**config.mk**
```make
export PLATFORM = sky130hd
export DESIGN_NAME = spi_master_ctrl
export DESIGN_NICKNAME = d
export VERILOG_FILES = /design/src/rtl/spi_master_ctrl.sv
export SDC_FILE = /design/constraint.sdc
export NUM_CORES = 1
export LEC_CHECK = 0
export ABC_AREA = 1
export BUFFER_PORTS_ARGS = -buffer_cell sky130_fd_sc_hd__buf_2
export CAP_MARGIN = 5
export CORE_ASPECT_RATIO = 1.2
export CORE_MARGIN = 2
export CORE_UTILIZATION = 33
export CTS_CLUSTER_DIAMETER = 120
export DETAILED_ROUTE_END_ITERATION = 12
export SLEW_MARGIN = 20
export SYNTH_ARGS = -nofsm -noshare
export SYNTH_HDL_FRONTEND = slang
export SYNTH_SLANG_ARGS = --single-unit
```
**constraint.sdc**
```tcl
create_clock -name clk -period 3.86 [get_ports clk]
set_input_delay 0 -clock clk [delete_from_list [all_inputs] [get_ports clk]]
set_output_delay 0 -clock clk [all_outputs]
set_load 0.01 [all_outputs]
```
**src/rtl/spi_master_ctrl.sv**
```systemverilog
// SPI master that turns host write/read requests into two-frame command
// sequences (address frame, then data frame) toward the SPI slave RAM wrapper.
`timescale 1ns/1ps
module spi_master_ctrl #(
  parameter int unsigned MEM_DEPTH  = 256,
  parameter int unsigned RD_LAT     = 2,
  parameter int unsigned GAP_CYCLES = 1,
  localparam int unsigned ADDR_SIZE = $clog2(MEM_DEPTH)
) (
  input  logic                 clk,
  input  logic                 rst,
  input  logic                 req_valid,
  output logic                 req_ready,
  input  logic                 req_we,
  input  logic [ADDR_SIZE-1:0] req_addr,
  input  logic [ADDR_SIZE-1:0] req_wdata,
  output logic                 rsp_valid,
  output logic [ADDR_SIZE-1:0] rsp_rdata,
  output logic                 busy,
  output logic                 SS_n,
  output logic                 MOSI,
  input  logic                 MISO
);

  localparam int unsigned FRAME_W = ADDR_SIZE + 2;
  localparam int unsigned MAX_A   = (FRAME_W > RD_LAT) ? FRAME_W : RD_LAT;
  localparam int unsigned CNT_MAX = (MAX_A > GAP_CYCLES) ? MAX_A : GAP_CYCLES;
  localparam int unsigned CNT_W   = $clog2(CNT_MAX + 1);

  typedef enum logic [2:0] {
    S_IDLE, S_START, S_SHIFT, S_HOLD, S_WAIT, S_RECV, S_GAP, S_DONE
  } state_t;

  state_t               state, state_nxt;
  logic [CNT_W-1:0]     cnt, cnt_nxt;
  logic                 phase, phase_nxt;      // 0 = address frame, 1 = data frame
  logic                 op_we, op_we_nxt;
  logic [ADDR_SIZE-1:0] op_addr, op_addr_nxt;
  logic [ADDR_SIZE-1:0] op_wdata, op_wdata_nxt;
  logic [FRAME_W-1:0]   tx, tx_nxt;
  logic [ADDR_SIZE-1:0] rx, rx_nxt;
  logic [ADDR_SIZE-1:0] payload;
  logic                 accept;
  logic                 ss_n_nxt, mosi_nxt, ready_nxt, rsp_valid_nxt;
  logic [ADDR_SIZE-1:0] rsp_rdata_nxt;

  // State register and registered outputs
  always_ff @(posedge clk) begin
    if (rst) begin
      state     <= S_IDLE;
      cnt       <= '0;
      phase     <= 1'b0;
      op_we     <= 1'b0;
      op_addr   <= '0;
      op_wdata  <= '0;
      tx        <= '0;
      rx        <= '0;
      SS_n      <= 1'b1;
      MOSI      <= 1'b0;
      req_ready <= 1'b1;
      busy      <= 1'b0;
      rsp_valid <= 1'b0;
      rsp_rdata <= '0;
    end else begin
      state     <= state_nxt;
      cnt       <= cnt_nxt;
      phase     <= phase_nxt;
      op_we     <= op_we_nxt;
      op_addr   <= op_addr_nxt;
      op_wdata  <= op_wdata_nxt;
      tx        <= tx_nxt;
      rx        <= rx_nxt;
      SS_n      <= ss_n_nxt;
      MOSI      <= mosi_nxt;
      req_ready <= ready_nxt;
      busy      <= ~ready_nxt;
      rsp_valid <= rsp_valid_nxt;
      rsp_rdata <= rsp_rdata_nxt;
    end
  end

  // Next-state, counter, shift registers and output decode of the next state
  always_comb begin
    state_nxt     = state;
    phase_nxt     = phase;
    op_we_nxt     = op_we;
    op_addr_nxt   = op_addr;
    op_wdata_nxt  = op_wdata;
    tx_nxt        = tx;
    rx_nxt        = rx;
    ss_n_nxt      = 1'b1;
    mosi_nxt      = 1'b0;
    ready_nxt     = 1'b0;
    rsp_valid_nxt = 1'b0;
    rsp_rdata_nxt = rsp_rdata;
    payload       = op_we ? op_wdata : '0;
    accept        = req_valid && req_ready;

    case (state)
      S_IDLE:  if (accept) state_nxt = S_START;
      S_START: state_nxt = S_SHIFT;
      S_SHIFT: begin
        if (cnt == CNT_W'(FRAME_W - 1)) begin
          if (phase && !op_we) state_nxt = (RD_LAT == 0) ? S_RECV : S_WAIT;
          else                 state_nxt = S_HOLD;
        end
      end
      S_HOLD:  state_nxt = S_GAP;
      S_WAIT:  if (cnt == CNT_W'(RD_LAT - 1)) state_nxt = S_RECV;
      S_RECV:  if (cnt == CNT_W'(ADDR_SIZE - 1)) state_nxt = S_GAP;
      S_GAP:   if (cnt == CNT_W'(GAP_CYCLES - 1)) state_nxt = phase ? S_DONE : S_START;
      S_DONE:  state_nxt = accept ? S_START : S_IDLE;
      default: state_nxt = S_IDLE;
    endcase

    if (accept) begin
      op_we_nxt    = req_we;
      op_addr_nxt  = req_addr;
      op_wdata_nxt = req_wdata;
    end

    // Counter restarts on every state change and rests at zero in IDLE
    cnt_nxt = (state_nxt != state || state_nxt == S_IDLE) ? '0 : cnt + CNT_W'(1);

    // Shift MISO in only while receiving
    if (state == S_RECV) rx_nxt = ADDR_SIZE'({rx, MISO});

    case (state_nxt)
      S_IDLE:  ready_nxt = 1'b1;
      S_START: begin
        ss_n_nxt  = 1'b0;
        phase_nxt = ~accept;
        tx_nxt    = accept ? {~req_we, 1'b0, req_addr} : {~op_we, 1'b1, payload};
        mosi_nxt  = tx_nxt[FRAME_W-1];
      end
      S_SHIFT: begin
        ss_n_nxt = 1'b0;
        mosi_nxt = tx[FRAME_W-1];
        tx_nxt   = {tx[FRAME_W-2:0], 1'b0};
      end
      S_HOLD, S_WAIT, S_RECV: ss_n_nxt = 1'b0;
      S_DONE: begin
        ready_nxt     = 1'b1;
        rsp_valid_nxt = 1'b1;
        rsp_rdata_nxt = op_we ? '0 : rx;
      end
      default: ;
    endcase
  end

endmodule

```
== Word-level counts from Yosys, hierarchy flattened ==
Cells that the tools add are included.

* Add/subtract/negate cells: 1
* Equal/unequal tests: 17
* Muxes and demuxes: 17
* Bitwise gates (word level): 4
* Reductions and logical operators: 11

{| class="wikitable"
|+ Operator list
! cell !! count
|-
| $pmux 3 s8 || 1
|-
| $eq 3x3->1 const B || 7
|-
| $mux 3 || 7
|-
| $pmux 10 s2 || 1
|-
| $mux 8 || 2
|-
| $eq 3x2->1 const B || 4
|-
| $mux 10 || 1
|-
| $eq 3x1->1 const B || 2
|-
| $logic_not 3->1 || 2
|-
| $reduce_or 5->1 || 1
|-
| $add 4x1->4 const B || 1
|-
| $eq 4x1->1 const B || 1
|-
| $eq 4x3->1 const B || 1
|-
| $eq 4x4->1 const B || 1
|-
| $logic_not 4->1 || 1
|-
| $mux 1 || 4
|-
| $not 1->1 || 4
|-
| $reduce_or 2->1 || 2
|-
| $ne 3x3->1 || 1
|-
| $logic_and 1x1->1 || 2
|-
| $pmux 1 s2 || 1
|-
| $reduce_bool 2->1 || 1
|-
| $logic_not 1->1 || 1
|-
| $logic_or 1x1->1 || 1
|}

* Register bits after elaboration: 48
* Bits of input ports: 21
* Output and inout bits: 13
* Word-level logic and storage cells: 63

== Longest topological paths before layout ==
Gate-level depths: netlist of the first run.

* Word-level depth: 9
* Gate-level depth with buffers: 14
* Gate-level depth less buffers: 14

== Worst setup path after synthesis of the first run ==
Ideal clock, no wire load.

* Path kind: register -> register
* From: register cnt[0]
* To: register cnt[0]
* Setup time: 121 ps
* Arrival: 1,587 ps
* Data required time: 3,739 ps
* Setup slack: 2,152 ps
* Stages on the path, launching flop included: 13
* Path buffers: 0
* Period minus slack after synthesis: 1,708 ps
* Path through: dfxtp_1 ha_1 nand2_1 nor2_1 nor2_1 nor2_2 nand2_1 nor2_4 nand2_4 nor2_4 nand2_2 nand2_1 nor3_1

* Longest elaborated chain between the ends: 6
* Elaborated cells on any way between the ends: 14
* Classes of those cells: add/sub: 1; eq/ne: 4; mux: 5; reduce/logical: 4

{| class="wikitable"
|+ RTL lines
! item !! line !! RTL
|-
| from (decl) || 35 || <nowiki>logic [CNT_W-1:0] cnt, cnt_nxt;</nowiki>
|-
| from (signal assigned) || 66 || <nowiki>cnt <= cnt_nxt;</nowiki>
|-
| $eq 4x3->1 (tied with other cells) || 110 || <nowiki>S_RECV: if (cnt == CNT_W'(ADDR_SIZE - 1)) state_nxt = S_GAP;</nowiki>
|-
| $mux 3, on equally long branches || n/a ||
|-
| $pmux 3 s8 || 99 || <nowiki>case (state)</nowiki>
|-
| $ne 3x3->1 or $logic_not 3->1 (tied branches) || 123 || <nowiki>cnt_nxt = (state_nxt != state || state_nxt == S_IDLE) ? '0 : cnt + CNT_W'(1);</nowiki>
|-
| $logic_or 1x1->1 || 123 ||
|-
| $reduce_or 2->1 (no line) || n/a ||
|}

Several ways; a longest one is shown, not always the timed one.
A chain may end at the register's enable or synchronous reset.

== Final worst setup path of the first run ==
* From: register req_ready
* To: register tx[9]

* Longest elaborated chain between the ends: 5
* Elaborated cells on any way between the ends: 9
* Classes of those cells: eq/ne: 2; mux: 5; reduce/logical: 2

{| class="wikitable"
|+ RTL lines
! item !! line !! RTL
|-
| from (decl) || 13 || <nowiki>output logic req_ready,</nowiki>
|-
| from (signal assigned) || 75 || <nowiki>req_ready <= ready_nxt;</nowiki>
|-
| $logic_and 1x1->1 (*) || 97 || <nowiki>accept = req_valid && req_ready;</nowiki>
|-
| $mux 1 or $mux 3 (tied branches) || 112, 100 ||
|-
| $pmux 3 s8 || 99 ||
|-
| $eq 3x2->1 or $eq 3x1->1 (tied branches) || 128 || <nowiki>case (state_nxt)</nowiki>
|-
| $pmux 10 s2 or $reduce_bool 2->1 (tied branches) || n/a ||
|-
| to (signal assigned) || 71 || <nowiki>tx <= tx_nxt;</nowiki>
|-
| to (decl) || 40 || <nowiki>logic [FRAME_W-1:0] tx, tx_nxt;</nowiki>
|}

Every way passes the cells marked *; elsewhere a longest branch is shown, timed or not.

==> flow_summary.toml, run 1 <==
[power_and_ir_drop]
power_mw = 1.20
leakagePower_nw = 1.24
power_density_nw_per_um2 = 444
irDropWorstVdd_uv = 238

[worst_setup_path]
crit_start = "req_ready$_SDFF_PP1_"
crit_buf_inv = 3
worstPathMaxFanout = 17
max_stage_delay_ns = 0.55
start_kind = "flop"
timing.rr.end = "tx[9]$_SDFFE_PP0P_"
r2r_cells = 10
cp.arrival_ns = 2.41
required_ns = 4.04
cp.depth = 10
crit_family = "simple AND/OR/NAND/NOR gates"
crit_chain = "nand2_1, clkinv_1, nor2_1, inv_1, nand2_1, inv_1, nand3_1, nand2_1, nor2_1, nor2_1"
endpoint_kind = "flop"
cpMaxStageDelayCell = "clkinv_1"
reg2reg_from = "req_ready$_SDFF_PP1_"
critical_path_class = "reg2reg"
reg2reg_slack_ns = 1.63

[routing]
wl_per_cell_um = 11.5
drt-initial-drc-count = 66
routed_wl_um = 5080
ant_nets = 0
vias = 2021
vias_per_cell = 4.59
drc = 0
drt_first_pass_iters = 4

[yosys]
synth-seq-area-share = 0.415
ys_types = 35
synth-seq-cells = 48
ys_top_cells_by_area = "dfxtp_1 (41%), nand3_1 (9.5%), nand2_1 (9.1%), nor2_1 (8.6%), inv_1 (5.2%)"
syn_inst = 315
synth_edf_count = 0
ys_warn_count = 0
yosysMostFrequentCell = "nand2_1"
syn_avg_cell_area_um2 = 7.35
syn_area_um2 = 2320
synth_top_area_share = 0.415
syn_nets = 339
ys.flop_type = "dfxtp_1"
yosysTopAreaCell = "dfxtp_1"
async_reset_ff_frac = 0
synth_top_cells_by_count = "nand2_1 (56), nor2_1 (53), dfxtp_1 (48), nand3_1 (44), inv_1 (32)"

[layout]
diodes = 0
nNetsFinal = 376
final_core_util = 0.396
num-fill-cells = 702
drive_gt1_frac = 0.193
area_delta_synth_final_pct = 16.6
final_area_um2 = 2700

[place]
gp_congestion = 0.845
port_buffers = 33
place_hpwl_um = 3820
pre_cts_ws_ns = 1.60
dpl_cell_area_um2 = 2530

[clock_network]
clock_sinks = 48
clock_latency_ns = 0.30
cts_setup_buffers = 0
cts_buffers = 5
ctsLongestPathBuffers = 2
cts_tree = "built"
clk_pin_slew_ns = 0.09
cts-root-buf = "clkbuf_8"
h-tree-depth = 2
cts.repair.resized = 0

[outcome]
outcome = "complete, but fails checks"
violations = "hold timing"

[sta]
slew_violations = 0
fmax_ghz = 0.449
rsz0062_at_grt = "false"
clock_skew_ns = 0.0115
maxSlewHeadroom = 0.653
finalCriticalPeriod_ns = 2.23
fin_crit_sh = 0.577
finalWorstSetupSlack_ns = 1.63
hold_viol = 1
fin_setup_tns_ns = 0
holdWs_ns = -0.00165
finalSetupViolCount = 0
tightest_slew_ns = 0.520

[floorplanning]
dieArea_um2 = 7710
die_h_um = 95.8
pin_count = 34
rows = 33
start_util = 0.340
coreArea_um2 = 6810
die_x_um = 80.5

[hold_path]
holdCritStartpoint = "req_wdata[0]"
min_path_cells = 3
hold_class = "in2reg"
hold-path-endpoint = "op_wdata[0]$_SDFFE_PP0P_"

[global_routing]
grt.total_usage = 0.145
grt_pass1_vias = 1960
antenna_found_initial = 0
grt_overflow_total = 0
grt_start_max_net_pins = 20
grt_pass1_wl_um = 8760

[flow_run]
maxCapViolCount = 0
sequential cells by signal, summed over array words and instances, names as in the netlist, 3 cells and up:
signal     flops
tx            10
rsp_rdata      8
state          3
rx             8
cnt            4
op_wdata       8
per-layer routing:
layer / GRT usage / wire length (um) / part of all wire
met1: 0.169 / 2230 / 0.44
met2: 0.262 / 2590 / 0.51
met3: 0.0216 / 122 / 0.024
met4: 0.0607 / 136 / 0.027
met5: 0 / 0 / 0
worst min-delay path, delay by kind of cell:
kind | cells | cell delay, ns
compound gates | 2 | 0.19
buf+inv | 1 | 0.07
cell type report:
class                   instances  area [um2]  area share
clock buffers                   6        82.6      0.0306
clock inverters                 2        13.8     0.00510
inverters                      38         150      0.0556
multi-input cells             219        1150       0.425
flip-flops and latches         48         961       0.356
well taps                      87         109      0.0403
repair buffers                 40         235      0.0871
cell usage in the layout (no fill, tap or decap), drive strengths merged:
master,synthesis,final
nand2,65,65
nor2,61,61
dfxtp,48,48
nand3,46,46
inv,35,36
buf,6,33
o21ai,14,14
a21oi,12,12
dlygate4sd3,0,7
clkbuf,4,6
nand4,5,5
nor3,5,5
clkinv,3,4
ha,3,3
a22oi,2,2
nor4,1,1
a31oi,1,1
xor2,1,1
o21bai,1,1
nand3b,1,1
xnor2,1,1
cells by family (layout without fill, tap and decap cells):
logic type,Yosys count,in the layout,share of synthesized area
fa+ha+maj,3,3,0.0162
flops,48,48,0.415
simple gates,184,184,0.395
xor+xnor,2,2,0.00756
buf+inv,48,86,0.0891
compound gates,30,30,0.0767
stage by stage:
step / cells / hold WS (ns)
6_report: 440 / -0.00165
5_1_grt: 440 / 0.0206
4_1_cts: 440 / 0.00966
3_5_place_dp: 425 / 0.253
3_3_place_gp: 425 / 0.249
2_1_floorplan: 315 / 0.145
worst max-delay path by stage:
stage | to | slack (ns)
global placement | tx[9]$_SDFFE_PP0P_ | 1.60
finish | tx[9]$_SDFFE_PP0P_ | 1.63
detailed placement | tx[9]$_SDFFE_PP0P_ | 1.60
CTS | tx[9]$_SDFFE_PP0P_ | 1.55
floorplan | cnt[0]$_SDFF_PP0_ | 2.15
global route | tx[9]$_SDFFE_PP0P_ | 1.27
power by group:
part / internal, mW / switching, mW / total [mW]
Sequential: 0.542 / 0.0270 / 0.569
Combinational: 0.108 / 0.203 / 0.311
Clock: 0.147 / 0.171 / 0.318
timing repair:
item	CTS	global route
hold buffers	7	0
hold endpoints to repair	7	0
endpoints found under the setup margin	0	0
Power figures use the tool's default switching activity.
==> run 2, diff against run 1 <==
Clock period 3.86 ns to 2.1 ns, I/O delays scaled along.
==> flow_summary.toml, run 2 (synthesis gave the netlist of run 1 again) <==
[clock_network]
h-tree-depth = 2
cts_tree = "built"
clock_sinks = 48
clk_pin_slew_ns = 0.09
cts-root-buf = "clkbuf_8"
ctsLongestPathBuffers = 2
cts_buffers = 5
clock_latency_ns = 0.30

[global_routing]
met2_usage = 0.256
grt_start_max_net_pins = 20
grt_pass1_wl_um = 8470
grt_pass1_vias = 1976
antenna_found_initial = 0
busiest_layer = "met2"
met1_usage = 0.162
grt.total_usage = 0.140
met3_usage = 0.0197
grt_overflow_total = 0

[routing]
routed_wl_um = 5000
wl_per_cell_um = 11.1
vias = 2065
drc = 0
drt_first_pass_iters = 4
ant_nets = 0
drt-initial-drc-count = 48
vias_per_cell = 4.58

[sta]
finalCriticalPeriod_ns = 1.90
tightest_slew_ns = 0.492
clock_skew_ns = 0.00342
rsz0062_at_grt = "false"
slew_violations = 0
finalWorstSetupSlack_ns = 0.200
fin_setup_tns_ns = 0
finalSetupViolCount = 0
maxSlewHeadroom = 0.670
fin_crit_sh = 0.905
hold_viol = 0
fmax_ghz = 0.526
holdWs_ns = 0.0463

[layout]
num-fill-cells = 734
regMostFlops = "tx"
final_area_um2 = 2800
area_delta_synth_final_pct = 20.7
diodes = 0
drive_gt1_frac = 0.223
nNetsFinal = 387
layout_commonest_cell = "nand2_1"
largest_reg_flops = 10
final_core_util = 0.410
final_cell_mix = "nand2_1 (55), nor2_1 (53), dfxtp_1 (46)"

[power_and_ir_drop]
clockPowerShare = 0.261
p_int_mw = 1.51
combPwrFrac = 0.273
power_density_nw_per_um2 = 805
switching_power_uw = 743
leakagePower_nw = 1.29
power_frac_seq = 0.466
switching_share = 0.330
irDropWorstVdd_uv = 501

[worst_setup_path]
crit_buf_inv = 2
cpMaxStageDelayCell = "dfxtp_1"
r2r_cells = 13
max_stage_delay_ns = 0.34
required_ns = 2.30
crit_chain = "inv_1, ha_1, nand2_1, nor2_1, nand2_1, nand3_1, inv_1, nor2_4, nand2_4, nor2_4, nand2_2, nand2_2, nor3_1"
endpoint_kind = "flop"
timing.rr.end = "cnt[1]$_SDFF_PP0_"
crit_family = "simple AND/OR/NAND/NOR gates"
reg2reg_slack_ns = 0.20
start_kind = "flop"
worstPathMaxFanout = 8
critical_path_class = "reg2reg"
cp.arrival_ns = 2.10
reg2reg_from = "cnt[1]$_SDFF_PP0_"

[floorplanning]
die_x_um = 80.5
dieArea_um2 = 7710
die_h_um = 95.8
rows = 33
pin_count = 34
coreArea_um2 = 6810
start_util = 0.340

[place]
dpl_cell_area_um2 = 2600
gp_congestion = 0.792
port_buffers = 33
pre_cts_ws_ns = 0.150
place_hpwl_um = 3690

[hold_path]
min_path_cells = 5
holdCritStartpoint = "req_addr[7]"
hold-path-endpoint = "tx[7]$_SDFFE_PP0P_"
hold_class = "in2reg"

[flow_run]
maxCapViolCount = 0

[outcome]
outcome = "completed"
## run 2: how the worst max path moves through the flow
stage          depth (start not counted)              start            endpoint  slack (ns)
4_1_cts                               12  cnt[0]$_SDFF_PP0_   cnt[1]$_SDFF_PP0_        0.13
3_5_place_dp                          12  cnt[0]$_SDFF_PP0_   cnt[1]$_SDFF_PP0_        0.15
6_report                              13  cnt[1]$_SDFF_PP0_   cnt[1]$_SDFF_PP0_        0.20
3_3_place_gp                          12  cnt[0]$_SDFF_PP0_  tx[1]$_SDFFE_PP0P_        0.19
2_1_floorplan                         12  cnt[0]$_SDFF_PP0_   cnt[0]$_SDFF_PP0_        0.39
5_1_grt                               12  cnt[1]$_SDFF_PP0_   cnt[0]$_SDFF_PP0_       0.007
## run 2: power groups by stage
stage               Clock [mW]  Sequential (mW)  Combinational, mW
finish                   0.586             1.05              0.615
global route             0.631             1.06              0.697
detailed placement           0             1.07              0.603
CTS                      0.605             1.05              0.619
global placement             0             1.07              0.599
floorplan                    0             1.06              0.459
## run 2: through the flow
step / power, mW / instances
floorplan: 1.51 / 315
global placement: 1.67 / 434
detailed placement: 1.67 / 434
CTS: 2.27 / 451
global route: 2.39 / 451
finish: 2.25 / 451
## run 2: layout make-up
cell class                 count  area, um2  share of cell area
clock buffer                   6       82.6              0.0295
tap                           87        109              0.0389
timing repair buffer          51        323               0.115
sequential                    48        963               0.345
inverter                      38        150              0.0537
clock inverter                 2       13.8             0.00492
multi-input combinational    219       1150               0.413
## run 2: worst min-delay path: cells and delay by family
family                 cells  cell delay (ns)
AO/OA/AOI/OAI              1             0.05
buffers and inverters      2             0.11
AND/OR/NAND/NOR            2             0.16
## run 2: routing by layer
layer	part of all wire	vias to the layer above
li1	-	1103
met1	0.45	914
met2	0.50	40
met3	0.031	8
met4	0.021	0
met5	0	-
## run 2: timing repair
| item | 4_1_cts | 5_1_grt |
|---|---|---|
| endpoints found under the setup margin | 0 | 16 |
| gates resized for setup | 0 | 4 |
| buffers inserted | 0 | 0 |
| hold buffers | 9 | 0 |
| hold endpoints to repair | 9 | 0 |
